==> src/rtl/flit_vc_rx_port_if.sv <==
// Drain-side handshake of the flit receive port: head flit, its VC and valid/ready.
interface flit_vc_rx_port_if #(
  parameter int FLIT_WIDTH = 16,
  parameter int VC_BITS    = 1
);
  logic [FLIT_WIDTH-1:0] deq_flit;
  logic [VC_BITS-1:0]    deq_vc;
  logic                  deq_valid;
  logic                  deq_ready;

  modport master (output deq_flit, output deq_vc, output deq_valid, input deq_ready);
  modport slave  (input deq_flit, input deq_vc, input deq_valid, output deq_ready);
endinterface

==> src/rtl/flit_vc_rx_port.sv <==
// Credit-based flit receiver: per-VC FIFOs drained round-robin through one
// valid/ready port, returning one registered credit per dequeued flit.
module flit_vc_rx_port #(
  parameter int FLIT_WIDTH = 16,
  parameter int NUM_VCS    = 2,
  parameter int VC_BITS    = 1,
  parameter int VC_LSB     = 0,
  parameter int DEPTH      = 4
) (
  input  logic                  CLK,
  input  logic                  RST_N,
  input  logic [FLIT_WIDTH-1:0] putFlit_flit_in,
  input  logic                  EN_putFlit,
  output logic [VC_BITS:0]      getCredits,
  input  logic                  EN_getCredits,
  flit_vc_rx_port_if.master     deq,
  output logic                  overflow_err
);
  localparam int PTR_W = $clog2(DEPTH);

  logic [FLIT_WIDTH-1:0] mem [NUM_VCS][DEPTH];
  logic [PTR_W-1:0]      head [NUM_VCS];
  logic [PTR_W-1:0]      tail [NUM_VCS];
  logic [PTR_W:0]        cnt  [NUM_VCS];
  logic [VC_BITS-1:0]    rr_ptr;

  logic                  arrive;
  logic [VC_BITS-1:0]    vc_in;
  logic                  vc_ok;
  logic                  drop;
  logic                  fire;
  logic [NUM_VCS-1:0]    enq_v;
  logic [NUM_VCS-1:0]    deq_v;
  logic [NUM_VCS-1:0]    full_v;
  logic [VC_BITS-1:0]    sel;
  logic                  found;
  int                    idx;

  logic                  credit_vld_p1;
  logic [VC_BITS-1:0]    credit_vc_p1;

  // The poll strobe carries no information for this side of the link.
  logic                  unused_poll;
  assign unused_poll = EN_getCredits;

  // Stage p0: combinational round-robin pick and enqueue/dequeue decode
  always_comb begin
    sel   = '0;
    found = 1'b0;
    idx   = 0;
    for (int i = 0; i < NUM_VCS; i++) begin
      idx = (int'(rr_ptr) + i) % NUM_VCS;
      if (!found && cnt[idx] != '0) begin
        found = 1'b1;
        sel   = VC_BITS'(idx);
      end
    end
  end

  assign deq.deq_valid = found;
  assign deq.deq_vc    = found ? sel : '0;
  assign deq.deq_flit  = found ? mem[sel][head[sel]] : '0;
  assign fire          = found & deq.deq_ready;

  assign arrive = EN_putFlit & putFlit_flit_in[FLIT_WIDTH-1];
  assign vc_in  = putFlit_flit_in[VC_LSB +: VC_BITS];
  assign vc_ok  = (int'(vc_in) < NUM_VCS);

  always_comb begin
    drop = arrive & ~vc_ok;
    for (int v = 0; v < NUM_VCS; v++) begin
      full_v[v] = (cnt[v] == (PTR_W+1)'(DEPTH));
      deq_v[v]  = fire && (sel == VC_BITS'(v));
      // A full VC still accepts when its head leaves on the same edge.
      enq_v[v]  = arrive && vc_ok && (vc_in == VC_BITS'(v)) && (!full_v[v] || deq_v[v]);
      if (arrive && vc_ok && (vc_in == VC_BITS'(v)) && full_v[v] && !deq_v[v])
        drop = 1'b1;
    end
  end

  always_ff @(posedge CLK) begin
    for (int v = 0; v < NUM_VCS; v++)
      if (enq_v[v]) mem[v][tail[v]] <= putFlit_flit_in;
  end

  // Stage p1: pointer/count update and registered credit return
  always_ff @(posedge CLK) begin
    if (!RST_N) begin
      for (int v = 0; v < NUM_VCS; v++) begin
        head[v] <= '0;
        tail[v] <= '0;
        cnt[v]  <= '0;
      end
      rr_ptr        <= '0;
      credit_vld_p1 <= 1'b0;
      credit_vc_p1  <= '0;
      overflow_err  <= 1'b0;
    end else begin
      for (int v = 0; v < NUM_VCS; v++) begin
        if (enq_v[v]) tail[v] <= tail[v] + PTR_W'(1);
        if (deq_v[v]) head[v] <= head[v] + PTR_W'(1);
        case ({enq_v[v], deq_v[v]})
          2'b10:   cnt[v] <= cnt[v] + (PTR_W+1)'(1);
          2'b01:   cnt[v] <= cnt[v] - (PTR_W+1)'(1);
          default: cnt[v] <= cnt[v];
        endcase
      end
      if (fire) rr_ptr <= VC_BITS'((int'(sel) + 1) % NUM_VCS);
      credit_vld_p1 <= fire;
      credit_vc_p1  <= fire ? sel : '0;
      if (drop) overflow_err <= 1'b1;
    end
  end

  assign getCredits = {credit_vld_p1, credit_vc_p1};
endmodule

==> src/flat_wrapper.sv <==
// flat-port wrapper written by rule: the top's interface ports become plain ports
module flit_vc_rx_port_flat 
#(
  parameter int FLIT_WIDTH = 16,
  parameter int NUM_VCS    = 2,
  parameter int VC_BITS    = 1,
  parameter int VC_LSB     = 0,
  parameter int DEPTH      = 4
)
  (CLK, RST_N, putFlit_flit_in, EN_putFlit, getCredits, EN_getCredits, overflow_err, deq_deq_flit, deq_deq_vc, deq_deq_valid, deq_deq_ready);
  flit_vc_rx_port_if #(.FLIT_WIDTH(FLIT_WIDTH), .VC_BITS(VC_BITS)) deq_i ();
  input  logic CLK;
  input  logic RST_N;
  input  logic [FLIT_WIDTH-1:0] putFlit_flit_in;
  input  logic EN_putFlit;
  output logic [VC_BITS:0] getCredits;
  input  logic EN_getCredits;
  output logic overflow_err;
  output wire logic [$bits(deq_i.deq_flit)-1:0] deq_deq_flit;
  output wire logic [$bits(deq_i.deq_vc)-1:0] deq_deq_vc;
  output wire logic [$bits(deq_i.deq_valid)-1:0] deq_deq_valid;
  input wire logic [$bits(deq_i.deq_ready)-1:0] deq_deq_ready;
  assign deq_deq_flit = deq_i.deq_flit;
  assign deq_deq_vc = deq_i.deq_vc;
  assign deq_deq_valid = deq_i.deq_valid;
  assign deq_i.deq_ready = deq_deq_ready;
  flit_vc_rx_port #(.FLIT_WIDTH(FLIT_WIDTH), .NUM_VCS(NUM_VCS), .VC_BITS(VC_BITS), .VC_LSB(VC_LSB), .DEPTH(DEPTH)) u_core (.CLK(CLK), .RST_N(RST_N), .putFlit_flit_in(putFlit_flit_in), .EN_putFlit(EN_putFlit), .getCredits(getCredits), .EN_getCredits(EN_getCredits), .deq(deq_i), .overflow_err(overflow_err));
endmodule
==> config.mk <==
export PLATFORM = sky130hd
export DESIGN_NAME = flit_vc_rx_port_flat
export DESIGN_NICKNAME = d
export VERILOG_FILES = /design/src/rtl/flit_vc_rx_port_if.sv /design/src/rtl/flit_vc_rx_port.sv /design/src/flat_wrapper.sv
export SDC_FILE = /design/constraint.sdc
export NUM_CORES = 1
export LEC_CHECK = 0
export ABC_AREA = 1
export CAP_MARGIN = 20
export CELL_PAD_IN_SITES_DETAIL_PLACEMENT = 1
export CELL_PAD_IN_SITES_GLOBAL_PLACEMENT = 1
export CORE_MARGIN = 1.5
export CORE_UTILIZATION = 42
export CTS_CLUSTER_SIZE = 30
export DETAILED_ROUTE_END_ITERATION = 6
export GPL_TIMING_DRIVEN = 0
export MAX_ROUTING_LAYER = met4
export PLACE_DENSITY = 0.77
export SETUP_SLACK_MARGIN = 0.2
export SYNTH_ARGS = -nofsm -noshare
export SYNTH_HDL_FRONTEND = slang
export SYNTH_SLANG_ARGS = --single-unit
export TNS_END_PERCENT = 20
==> constraint.sdc <==
create_clock -name CLK -period 2.5 [get_ports CLK]
set_input_delay 0.375 -clock CLK [delete_from_list [all_inputs] [get_ports CLK]]
set_output_delay 0.375 -clock CLK [all_outputs]
set_load 0.03 [all_outputs]
==> flow_summary.json <==
{
  "max-cap-violations": 0,
  "wirelength_mm": 25.09,
  "outcome": "finished with violations",
  "syn_to_final_growth_pct": 36.01,
  "powerDensity_nw_per_um2": 1265,
  "cts_buffer_depth": 2,
  "dp_hpwl_mm": 13.85,
  "clockPowerShare": 0.206,
  "p_leak_nw": 4.102,
  "firstDrtPassIters": 4,
  "rsz0062_at_grt": "true",
  "ctsHoldBuffers": 0,
  "grt_max_degree": 17,
  "arrival_ns": 3.24,
  "synth-simple-area-share": 0.2288,
  "synthAdderAreaFrac": 0.02990,
  "min_path_type": "reg2reg",
  "internal-power_mw": 6.779,
  "place_inst": 976,
  "fmax_mhz": 339.3,
  "combPwrFrac": 0.551,
  "grt_pass1_vias": 6014,
  "cts_root_buf": "clkbuf_16",
  "holdWs_ns": 0.5245,
  "violations": "negative setup slack",
  "synth_nets": 750,
  "cts_tree": "done",
  "finalPower_mw": 11.95,
  "avgSynthCellArea_um2": 9.741,
  "p_seq_frac": 0.243,
  "cp_data_required_time_ns": 2.80,
  "seq_area_frac_synth": 0.6284,
  "drive_above_1_share": 0.2673,
  "synth_compound_area_frac": 0.02504,
  "setup-tns-final_ns": -8.979,
  "crit_fanout": 4,
  "start_kind": "flop",
  "wire_per_inst_um": 23.80,
  "vias": 5662,
  "synth_seq_cells": 147,
  "coreArea_um2": 16000,
  "fp.dieW_um": 131.6,
  "finalHoldViolations": 0,
  "period_needed_ns": 2.947,
  "cp-end-kind": "flop",
  "layout.nets": 862,
  "h-tree-depth": 4,
  "dpl_worst_slack_ns": -0.7808,
  "drtIter0Drc": 486,
  "drcViolationCount": 0,
  "cts.sinks": 147,
  "synth.area.mux_share": 0,
  "rows": 46,
  "finalSetupViolations": 64,
  "drv_slew": 0,
  "clk_pin_slew_ns": 0.07,
  "grt_pass1_wl_mm": 34.42,
  "ioPinCount": 42,
  "dieArea_um2": 17320,
  "antenna_found_initial": 0,
  "start_util": 0.4341,
  "slew_headroom": 0.5253,
  "grt_usage": 0.2798,
  "gp_congestion": 0.8299,
  "synth_cell_types": 29,
  "finalNonFillerCells": 1054,
  "synth.cell_area_um2": 6945,
  "power_switching_mw": 5.169,
  "synth_top_family_by_area": "simple AND/OR/NAND/NOR gates",
  "port-buffer-count": 39,
  "die_h_um": 131.6,
  "drtAntennaViolNets": 0,
  "antennaDiodeCount": 0,
  "ir_worst_vdd_mv": 0.5989,
  "synthCells": 713,
  "critical_path_class": "reg2reg",
  "vias_per_cell": 5.372,
  "period_share": 1.179,
  "layout_setup_ws_ns": -0.4472,
  "overflow": 0,
  "worstMarginPinSlew_ns": 0.7121,
  "netSwitchingFraction": 0.4326,
  "yosys_warnings": 0,
  "synthXorXnorAreaFrac": 0.007566,
  "cts_buffers": 17,
  "skew_ns": 0.01550,
  "clk_latency_ns": 0.44
}
==> critical path, stage by stage (launching register included) <==
cell	delay, ns
edfxtp_1	0.46
buf_4	0.18
buf_4	0.13
nor3_1	0.51
nand2_4	0.14
nand2_8	0.12
ha_4	0.16
nand2_4	0.06
fa_2	0.44
xnor2_2	0.15
xnor2_1	0.23
inv_1	0.09
nor2_1	0.12
==> synthesized netlist by cell type (all sizes together) <==
cell type / n / area, um2
nor2: 71 / 266.5
ha: 15 / 187.7
inv: 101 / 379.1
clkbuf: 3 / 11.26
fa: 1 / 20.02
nand3: 27 / 152.7
xnor2: 6 / 52.55
o21ai: 19 / 106.4
dfxtp: 5 / 100.1
nor3: 1 / 5.000
a31oi: 1 / 6.260
nand2: 268 / 1037
o22ai: 1 / 6.260
edfxtp: 142 / 4264
a21boi: 2 / 15.01
a21oi: 8 / 40.04
nand3b: 17 / 127.6
buf: 25 / 167.7
==> per-layer routing <==
| metal | vias up | global-route usage | routed length [um] | part of all wire |
|---|---|---|---|---|
| met1 | 2868 | 0.3041 | 9689 | 0.39 |
| li1 | 2504 | - | - | - |
| met5 | - | - | 0 | 0 |
| met4 | 0 | 0.1481 | 1118 | 0.045 |
| met2 | 213 | 0.4822 | 12960 | 0.52 |
| met3 | 77 | 0.05787 | 1318 | 0.053 |
==> worst paths after layout <==
check	endpoint	depth (start not counted)	slack (ns)	from
setup reg to reg	u_core.cnt[0][2]$_SDFFCE_PN0P_	12	-0.45	u_core.cnt[0][1]$_SDFFCE_PN0P_
setup / recovery	u_core.cnt[0][2]$_SDFFCE_PN0P_	12	-0.45	u_core.cnt[0][1]$_SDFFCE_PN0P_
hold / removal	u_core.overflow_err$_SDFFE_PN0P_	2	0.52	u_core.overflow_err$_SDFFE_PN0P_
hold reg to reg	u_core.overflow_err$_SDFFE_PN0P_	2	0.52	u_core.overflow_err$_SDFFE_PN0P_
==> stage by stage <==
| step | util | instance area (um2) |
|---|---|---|
| 2_1_floorplan | - | 6982 |
| 3_5_place_dp | 0.4877 | 7804 |
| 5_1_grt | 0.5904 | 9447 |
| 3_3_place_gp | 0.4776 | 7642 |
| 4_1_cts | 0.5677 | 9084 |
| 6_report | 0.5904 | 9447 |
==> final cells by class <==
type	count	area, um2
buffer	28	349.1
clock buffer	17	425.4
clock inverter	15	135.1
fill	1713	6554
inverter	101	391.6
multi-input combinational	439	2470
sequential	147	4364
tap	216	270.3
timing repair buffer	91	1041
==> flip-flops by register name, summed over array words and instances (netlist names), named ones only <==
name,count
u_core.mem,128
u_core.cnt,6
u_core.head,4
u_core.tail,4
u_core.credit_vc_p1,1
u_core.credit_vld_p1,1
u_core.overflow_err,1
u_core.rr_ptr,1
==> placed cells by master, fill, tap and decap left out, drive strengths merged <==
master,Yosys,routed
ha,15,15
inv,101,103
nand3b,17,17
xnor2,6,6
edfxtp,142,142
nand3,27,27
clkbuf,3,22
a21oi,8,8
nor3,1,1
fa,1,1
nor2,71,71
o22ai,1,1
o21ai,19,19
clkdlybuf4s50,0,21
clkinvlp,0,3
buf,25,93
a31oi,1,1
clkinv,0,9
nand2,268,270
a21boi,2,2
bufinv,0,1
dfxtp,5,5
==> repair_timing <==
item	CTS	global route
pin swaps	42	46
setup endpoints to repair	157	133
gates cloned	5	1
buffers inserted	26	14
gates resized for setup	229	70
==> cells by family after synthesis <==
| logic type | Yosys count |
|---|---|
| DFF | 147 |
| and+or+nand+nor | 384 |
| xor gates and xnor gates | 6 |
| adders and majority gates | 16 |
| AOI/OAI and AO/OA | 31 |
| buffers and inverters | 129 |
==> power by group through the flow <==
stage               clock, mW  sequential (mW)  combinational [mW]
floorplan                   0             2.93                2.86
global placement            0             2.93                4.38
detailed placement          0             2.94                4.59
CTS                      2.44             2.89                5.91
global route             2.56             2.91                6.90
finish                   2.46             2.91                6.58
(Power assumes the default switching activity.)
